`src/rtl/edge_sequencer.sv`:
```
// edge_sequencer: image-scan control FSM that strobes the load/read/calc/write/move blocks.
// Define SEQ_TIMEOUT_EN to add a 16-bit watchdog that aborts a wait state stuck for 65535 cycles.
module edge_sequencer (
    input  logic        clk,
    input  logic        n_reset,
    input  logic        start,
    input  logic [11:0] width,
    input  logic [11:0] length,
    input  logic        load_done,
    input  logic        read_done,
    input  logic        calc_done,
    input  logic        write_done,
    input  logic        move_done,
    input  logic        all_done,
    output logic        load_initial,
    output logic        start_i_read,
    output logic        start_9_read,
    output logic        start_calc,
    output logic        start_write,
    output logic        start_move,
    output logic        busy,
    output logic        done,
    output logic        error,
    output logic [23:0] pixel_count
);
    typedef enum logic [2:0] {IDLE, LOAD, IREAD, CALC, WRITE, MOVE, READ9, FIN} state_t;
    state_t      state_q, state_d;
    logic        first_q, ack, dims_ok, accept, reject, entry, timeout;
    logic [11:0] width_q, length_q;
    logic        dims_unused;

    assign dims_ok = width >= 12'd3 && length >= 12'd3;
    assign accept  = state_q == IDLE && start && dims_ok;
    assign reject  = state_q == IDLE && start && !dims_ok;
    assign entry   = state_d != state_q;
    // captured dimensions are held for the image but not consumed by the control path
    assign dims_unused = ^{width_q, length_q};

    // completions are only honoured once the state's strobe cycle has passed
    assign ack = !first_q && ((state_q == LOAD && load_done) ||
                              ((state_q == IREAD || state_q == READ9) && read_done) ||
                              (state_q == CALC && calc_done) ||
                              (state_q == WRITE && write_done) ||
                              (state_q == MOVE && move_done));

    always_comb begin
        case (state_q)
            IDLE:    state_d = accept ? LOAD : IDLE;
            LOAD:    state_d = ack ? IREAD : LOAD;
            IREAD:   state_d = ack ? CALC : IREAD;
            CALC:    state_d = ack ? WRITE : CALC;
            WRITE:   state_d = ack ? (all_done ? FIN : MOVE) : WRITE;
            MOVE:    state_d = ack ? READ9 : MOVE;
            READ9:   state_d = ack ? CALC : READ9;
            default: state_d = IDLE;
        endcase
        if (timeout) state_d = IDLE;
    end

`ifdef SEQ_TIMEOUT_EN
    logic [15:0] cnt_q;
    logic        wait_st;
    assign wait_st = state_q != IDLE && state_q != FIN;
    assign timeout = wait_st && !ack && cnt_q == 16'hFFFF;
    always_ff @(posedge clk) begin
        if (n_reset || entry) cnt_q <= '0;
        else if (wait_st) cnt_q <= cnt_q + 16'd1;
    end
`else
    assign timeout = 1'b0;
`endif

    always_ff @(posedge clk) begin
        if (n_reset) begin
            state_q      <= IDLE;
            first_q      <= 1'b0;
            load_initial <= 1'b0;
            start_i_read <= 1'b0;
            start_9_read <= 1'b0;
            start_calc   <= 1'b0;
            start_write  <= 1'b0;
            start_move   <= 1'b0;
            busy         <= 1'b0;
            done         <= 1'b0;
            error        <= 1'b0;
            pixel_count  <= '0;
            width_q      <= '0;
            length_q     <= '0;
        end else begin
            state_q      <= state_d;
            first_q      <= entry;
            load_initial <= entry && state_d == LOAD;
            start_i_read <= entry && state_d == IREAD;
            start_9_read <= entry && state_d == READ9;
            start_calc   <= entry && state_d == CALC;
            start_write  <= entry && state_d == WRITE;
            start_move   <= entry && state_d == MOVE;
            busy         <= state_d != IDLE;
            done         <= state_d == FIN;
            error        <= reject || timeout;
            if (accept) begin
                width_q     <= width;
                length_q    <= length;
                pixel_count <= '0;
            end else if (state_q == WRITE && ack && pixel_count != 24'hFFFFFF) begin
                pixel_count <= pixel_count + 24'd1;
            end
        end
    end
endmodule

```
`config.mk`:
```
export PLATFORM = sky130hd
export DESIGN_NAME = edge_sequencer
export DESIGN_NICKNAME = d
export VERILOG_FILES = /design/src/rtl/edge_sequencer.sv
export SDC_FILE = /design/constraint.sdc
export NUM_CORES = 1
export LEC_CHECK = 0
export ABC_AREA = 0
export CAP_MARGIN = 10
export CORE_ASPECT_RATIO = 0.8
export CORE_MARGIN = 2
export CORE_UTILIZATION = 40
export DETAILED_ROUTE_END_ITERATION = 6
export PLACE_DENSITY = 0.76
export RECOVER_POWER = 100
export SLEW_MARGIN = 20
export SYNTH_ARGS = -nofsm -noshare
export SYNTH_HDL_FRONTEND = slang
export SYNTH_SLANG_ARGS = --single-unit
```
`constraint.sdc`:
```
create_clock -name clk -period 1.9 [get_ports clk]
set_clock_uncertainty 0.2 [all_clocks]
set_input_delay 0.19 -clock clk [delete_from_list [all_inputs] [get_ports clk]]
set_output_delay 0.19 -clock clk [all_outputs]
set_load 0.01 [all_outputs]
```
## Yosys cells after proc, flatten, opt, wreduce, memory -nomap -nowiden

Cells that the tools add are included.

| operators by class | value |
|---|---|
| add/subtract/negate cells | 1 |
| multipliers | 0 |
| div/mod/pow operators | 0 |
| $lt $le $gt $ge | 2 |
| equality and inequality tests | 15 |
| shift operators | 0 |
| multiplexer cells | 9 |
| bitwise gates (word level) | 0 |
| reduce and logical (&&, ||, !) cells | 28 |

Operators by type and width:

| kind | number |
|---|---|
| $add A24 B1 Y24 const B | 1 |
| $ge A12 B2 Y1 const B | 2 |
| $ne A24 B24 Y1 const B | 1 |
| $eq A3 B3 Y1 const B | 7 |
| $pmux W3 S7 | 1 |
| $logic_and A1 B1 Y1 | 18 |
| $eq A3 B2 Y1 const B | 4 |
| $mux W2 | 4 |
| $eq A3 B1 Y1 const B | 2 |
| $mux W3 | 2 |
| $logic_or A1 B1 Y1 | 5 |
| $logic_not A3 Y1 | 1 |
| $ne A3 B3 Y1 | 1 |
| $reduce_bool A3 Y1 | 1 |
| $logic_not A1 Y1 | 2 |
| $mux W1 | 2 |
| $reduce_or A2 Y1 | 1 |

| word-level totals | value |
|---|---|
| bits in registers | 37 |
| latch bits | 0 |
| memory bits (writable) | 0 |
| ROM bits | 0 |
| output and inout bits | 33 |
| logic and storage cells | 67 |
| memories | 0 |

## Longest topological paths before layout

Gate-level depths: netlist of run 1.

| depth | value |
|---|---|
| depth after elaboration | 12 |
| gate-level depth with buffers | 7 |

## Worst setup path after synthesis of run 1

OpenSTA, ideal clock, no wires.

| timing | value |
|---|---|
| path kind | reg-to-reg |
| start | register pixel_count[0] |
| end | register pixel_count[21] |
| library setup time | 0.115 ns |
| data arrival time | 1.824 ns |
| data required time | 1.585 ns |
| setup slack | -0.240 ns |
| cell stages (with the launch flop) | 8 |
| path buffers | 1 |
| period minus slack after synthesis | 2.140 ns |
| cell sequence | dfxtp_1 ha_1 and2_0 and3_1 clkbuf_1 a21oi_1 and3_1 o21ba_2 |

| between the ends | value |
|---|---|
| cells in the longest elaborated chain, start to end | 2 |
| elaborated cells between the ends (all ways) | 3 |

Ends and longest elaborated chain:

| what | line | text |
|---|---|---|
| start, declared | 24 | `output logic [23:0] pixel_count` |
| start signal, assigned | 106 | `pixel_count <= pixel_count + 24'd1;` |
| parallel branches: the longest is 2 deep, another holds $add A24 B1 Y24 | -- |  |

Parallel ways; which one is timed is not known.
A chain may end at the register's enable or synchronous reset.

## Worst setup path after layout of run 1

| timing | value |
|---|---|
| start | register pixel_count[5] |
| end | register pixel_count[21] |

The elaborated chain is that of the path after synthesis.

==> results of run 1 <==
[cell type report]
cell class	instances	area share, %
clock buffers	5	1.99
well taps	57	2.07
repair buffers	121	32.4
flip-flops and latches	37	21.8
multi-input cells	158	39.9
inverters	5	0.544
clock inverters	3	1.34
[routing by layer]
metal / GRT usage (%) / part of all wire [%]
met1: 31.2 / 45
met3: 4.04 / 4.8
met2: 33.7 / 48
met4: 8.19 / 1.6
met5: 0 / 0
[power groups by stage]
stage               clock, mW  combinational [mW]  sequential [mW]
floorplan                   0              0.0815            0.811
global placement            0               0.176            0.811
detailed placement          0               0.181            0.811
CTS                     0.699               0.205            0.794
global route            0.752               0.259            0.793
finish                  0.702               0.246            0.792
[synth_stat cells, types with 2 or more instances]
| cell type | instances |
|---|---|
| buf_2 | 2 |
| o21ai_0 | 7 |
| xnor2_1 | 17 |
| dfxtp_1 | 37 |
| nand3_1 | 12 |
| a2111oi_1 | 2 |
| nor2_1 | 25 |
| nor4_1 | 15 |
| a211oi_1 | 7 |
| nor4b_1 | 3 |
| nor4bb_1 | 2 |
| a21oi_1 | 14 |
| nand2b_1 | 3 |
| nor2b_1 | 2 |
| and4_1 | 4 |
| or3_1 | 4 |
| and3_1 | 7 |
| nand2_1 | 7 |
| clkbuf_1 | 7 |
| inv_1 | 5 |
| nand4_1 | 10 |
[kinds of logic (layout without fill, tap and decap cells)]
group,count (synthesis),count (layout),synth area share (%)
fa+ha+maj,1,1,0.685
mux,2,2,1.16
flops,37,37,40.5
buf+inv,16,134,4.04
simple gates,102,102,32.8
compound gates,35,35,12.1
xor+xnor,18,18,8.63
[what timing repair did]
item | in CTS | in global routing
hold buffers | 0 | 0
pin swaps | 10 | 26
resized for setup | 25 | 59
setup endpoints to repair | 31 | 31
buffers inserted | 4 | 3
[per-stage QoR]
step / area (µm²) / utilization [%] / instances
CTS: 3180 / 74.2 / 383
global placement: 2930 / 68.4 / 371
detailed placement: 2930 / 68.4 / 371
global route: 3450 / 80.6 / 386
finish: 3450 / 80.6 / 386
floorplan: 1920 / - / 211
[final timing paths]
check / startpoint / endpoint / cells after the start
worst max-delay path: pixel_count[5] / pixel_count[21] / 6
worst min register to register: pixel_count[17] / pixel_count[17] / 2
worst min-delay path: n_reset / error / 2
worst max register to register: pixel_count[5] / pixel_count[21] / 6
==> impl_metrics.toml, run 1 <==
[setup_path]
worstPathRequired_ns = 1.89
slowest_delay_ns = 0.40
r2r_slack_ns = -0.13
critical_path.cell_chain = "and4_1 > buf_4 > nand3_1 > nor4_1 > a21oi_1 > o21ba_4"
cpLargestDelayFamily = "simple AND/OR/NAND/NOR gates"
worstPathArrival_ns = 2.03
cp-start-kind = "register"
slowest_stage = "nor4_1"
path_class = "reg -> reg"
crit_path_max_fanout = 5
crit_buf_inv = 1
cp-end-kind = "register"

[sta]
holdWs_ns = 0.305
rsz0062_at_grt = "true"
fmax_ghz = 0.491
period_minus_slack_ns = 2.03
tns_ns = -2.46
min_period_over_period_pct = 107
worst_pin_slew_ns = 0.498
setup_ws_ns = -0.135
slew_violations = 0
hold_viol_final = 0
setup_viol = 29
relSlewSlack_pct = 66.5

[clock_tree]
clockBufferDepth = 2
cts.reportedPaths.clkPinSlew_ns = 0.08
worstSkewPairLatency_ns = 0.29
htreeDepth = 2
cts_root_buffer = "clkbuf_8"
cts_buffers = 5
cts_tree = "built"
clock-sinks = 37

[drt]
drc = 0
first_iter_violations = 149
drt_pass1_iterations = 4
num_vias = 2124
wl_mm = 6.64
avgViaCountPerCell = 5.50
routedWlPerCell_um = 17.2
ant_nets = 0

[run_status]
violations = "setup timing"
status = "complete, but fails checks"

[power_and_ir_drop]
clockPowerShare_pct = 40.3
combPwrFrac_pct = 14.1
power_density_mw_per_mm2 = 504
switching_share_pct = 24.7
p_switching_mw = 0.430
ir_drop_v = 0.000349
p_seq_share_pct = 45.5
p_total_mw = 1.74
leakage_nw = 1.27
p_int_mw = 1.31

[synthesis]
yosysSeqAreaShare_pct = 40.5
synthFlopType = "dfxtp_1"
syn-num-nets = 245
synth_top_area_share_pct = 40.5
synthArstFlopShare_pct = 0
synth_area_mm2 = 0.00183
synth_cells = 211
ys_types = 40
synth_top_area_cell = "dfxtp_1"
netlist_top_cells_area = "dfxtp_1 41%, xnor2_1 8.2%, nor2_1 5.1%"
avgSynthCellArea_um2 = 8.66
synth_edf_count = 0
synth_warnings = 0
synth_seq_cells = 37

[floorplan]
fp.dieW_um = 79.6
die_y_um = 64.4
dieArea_mm2 = 0.00513
rows = 21
core_mm2 = 0.00428
initial_core_util_pct = 42.7
io_pins = 66

[place]
dp_hpwl_mm = 4.05
gp_congestion = 0.862
pre_cts_ws_ns = -0.345
portBuffers = 65

[grt]
grt_max_degree = 14
grt_usage_pct = 22.1
first_global_vias = 1920
grt_overflow = 0
antenna_found_initial = 0
grt_first_pass_wirelength_mm = 9.00

[final_layout]
fin_nets = 362
largest_reg_flops = 24
multi_input_area_mm2 = 0.00138
antennaDiodeCount = 0
drive_above_1_share_pct = 38.9
n_fill_cell = 258
final_cell_mix = "46 x buf_4, 37 x clkdlybuf4s50_1, 29 x dfxtp_1, 28 x dlygate4sd3_1, 16 x xnor2_1"
largest_register = "pixel_count"
mostFrequentLayoutCell = "buf_4"
reg_top3 = "pixel_count: 24 flops, state_q: 3 flops"
seq_area_um2 = 753
syn2layout_area_growth_pct = 89.0

[worst_hold_path]
min_path_type = "in -> reg"

[run]
drv_cap = 0
No activity file was read; power rests on OpenSTA's default activity.
==> run 2: changes to the inputs <==
==> constraint.sdc (replaced) <==
create_clock -name clk -period 1.9 [get_ports clk]
set_clock_uncertainty 0.2 [all_clocks]
set_input_delay 0.38 -clock clk [delete_from_list [all_inputs] [get_ports clk]]
set_output_delay 0.38 -clock clk [all_outputs]
set_load 0.01 [all_outputs]
==> run 2 against run 1 <==
Net effect: the run still ends with setup timing left; largest power group unchanged; fmax is 2.2% lower; register-to-register slack worse by 0.05 ns; largest cell class unchanged; sequential power hardly changed; clock power is 2% lower; count of clock-buffer cells in the layout stayed put; core utilization is 1.3 points lower; design area is 1.6% lower; non-clock buffer count is 1 lower; wire length is 1.1% lower; total power is 1.1% lower; flip-flop and latch count stayed put.
==> impl_metrics.toml, run 2 (same netlist as run 1, synthesis figures left out) <==
[run_status]
status = "complete, but fails checks"
violations = "setup timing"

[final_layout]
antennaDiodeCount = 0
layoutNonFillerInstCount = 385
final_cell_mix = "50 x buf_4, 45 x clkdlybuf4s50_1, 25 x dfxtp_1, 17 x xnor2_1, 12 x nor2_1"
fin_nets = 361
largest_register = "pixel_count"
mostFrequentLayoutCell = "buf_4"
reg_top3 = "pixel_count: 24 flops, state_q: 3 flops"
syn2layout_area_growth_pct = 85.9
largest_reg_flops = 24
drive_above_1_share_pct = 38.7
fin_util_pct = 79.3

[sta]
rsz0062_at_grt = "true"
worst_pin_slew_ns = 0.526
fmax_ghz = 0.480
min_period_over_period_pct = 110
slew_violations = 0
setup_ws_ns = -0.182
setup_viol = 31
period_minus_slack_ns = 2.08
hold_viol_final = 0
relSlewSlack_pct = 64.4

[power_and_ir_drop]
combPwrFrac_pct = 14.0
clockPowerShare_pct = 40.0
ir_drop_v = 0.000472
p_total_mw = 1.72
p_seq_share_pct = 46.0
p_int_mw = 1.31
power_density_mw_per_mm2 = 507
p_switching_mw = 0.413
leakage_nw = 1.33
switching_share_pct = 24.0

[clock_tree]
htreeDepth = 2
clock-sinks = 37
cts_hold_buf = 0
cts.reportedPaths.clkPinSlew_ns = 0.08
clockBufferDepth = 2
worstSkewPairLatency_ns = 0.29
cts_tree = "built"
cts_root_buffer = "clkbuf_8"
cts_buffers = 5

[floorplan]
core_mm2 = 0.00428
rows = 21
fp.dieW_um = 79.6
die_y_um = 64.4
dieArea_mm2 = 0.00513
io_pins = 66
initial_core_util_pct = 42.7

[grt]
grt_usage_pct = 23.1
grt_first_pass_wirelength_mm = 9.25
antenna_found_initial = 0
grt_overflow = 0
grt_max_degree = 14
first_global_vias = 1897

[setup_path]
crit_path_max_fanout = 8
slowest_stage = "or4b_4"
r2r_start = "state_q[2]"
worstPathArrival_ns = 2.07
critical_path.cell_chain = "buf_6 > or4b_4 > nand3b_1 > buf_4 > nand2b_4 > buf_6 > nor2_1"
cp-end-kind = "register"
cpLargestDelayFamily = "simple AND/OR/NAND/NOR gates"
path_class = "reg -> reg"
cp-start-kind = "register"
path_common_cell = "buf_6"
worstPathRequired_ns = 1.89
crit_buf_inv = 3
slowest_delay_ns = 0.48
startpoint = "state_q[2]"

[worst_hold_path]
min_path_type = "reg -> reg"
min_from = "pixel_count[23]"

[drt]
ant_nets = 0
avgViaCountPerCell = 5.62
drt_pass1_iterations = 7
drc = 0
routedWlPerCell_um = 17.0
first_iter_violations = 163
num_vias = 2164
wl_mm = 6.56

[place]
place_inst = 371
gp_congestion = 0.864
dp_hpwl_mm = 4.06
portBuffers = 65

[run]
drv_cap = 0
[run 2: repair_timing]
action | CTS | global route
endpoints found under the setup margin | 37 | 46
resized for setup | 23 | 65
setup buffers | 2 | 4
pin swaps | 6 | 20
endpoints found under the hold margin | 0 | 0
[run 2: power by group through the flow]
stage	Sequential (mW)	Combinational, mW	Clock (mW)
6_report	0.792	0.241	0.689
3_5_place_dp	0.811	0.186	0
4_1_cts	0.794	0.204	0.700
2_1_floorplan	0.811	0.0815	0
5_1_grt	0.792	0.257	0.733
3_3_place_gp	0.811	0.182	0
[run 2: path summary, 6_finish.rpt]
check | end | cells after the start | slack [ns]
hold reg to reg | pixel_count[23] | 2 | 0.34
hold / removal | pixel_count[23] | 2 | 0.34
setup reg to reg | pixel_count[2] | 7 | -0.18
setup / recovery | pixel_count[2] | 7 | -0.18
[run 2: final cells by class]
type,count,area (µm²)
Clock buffer,5,68.8
Fill cell,267,887
Timing Repair Buffer,120,1110
Multi-Input combinational cell,158,1320
Clock inverter,3,46.3
Sequential cell,37,761
Tap cell,57,71.3
Inverter,5,18.8
[run 2: stage by stage]
| stage | hold slack (ns) | TNS (ns) | worst slack, ns | cell area (µm²) |
|---|---|---|---|---|
| 4_1_cts | 0.327 | -1.41 | -0.0778 | 3120 |
| 3_5_place_dp | 0.311 | -13.41 | -0.538 | 2930 |
| 6_report | 0.343 | -4.49 | -0.182 | 3400 |
| 2_1_floorplan | 0.323 | -0.469 | -0.0961 | 1920 |
| 5_1_grt | 0.375 | -5.75 | -0.264 | 3400 |
| 3_3_place_gp | 0.301 | -11.37 | -0.407 | 2930 |
[run 2: tightest hold or removal path, cell delays in order (launching register included)]
cell	delay (ns)
dfxtp_1	0.36
o21ai_0	0.09
a21oi_1	0.06
[run 2: per-layer routing]
layer | GRT usage, % | vias up | wire [µm] | part of all wire, %
li1 | - | 1010 | - | -
met5 | 0 | - | 0 | 0
met1 | 31.9 | 1019 | 2800 | 43
met4 | 8.62 | 0 | 199 | 3.0
met2 | 36.4 | 105 | 3160 | 48
met3 | 3.62 | 30 | 395 | 6.0
==> run 3: changes to the inputs <==
- CTS_CLUSTER_DIAMETER: not set -> 30
==> results of run 3 <==
The final DEF is identical to that of run 2; final timing and power are the same.
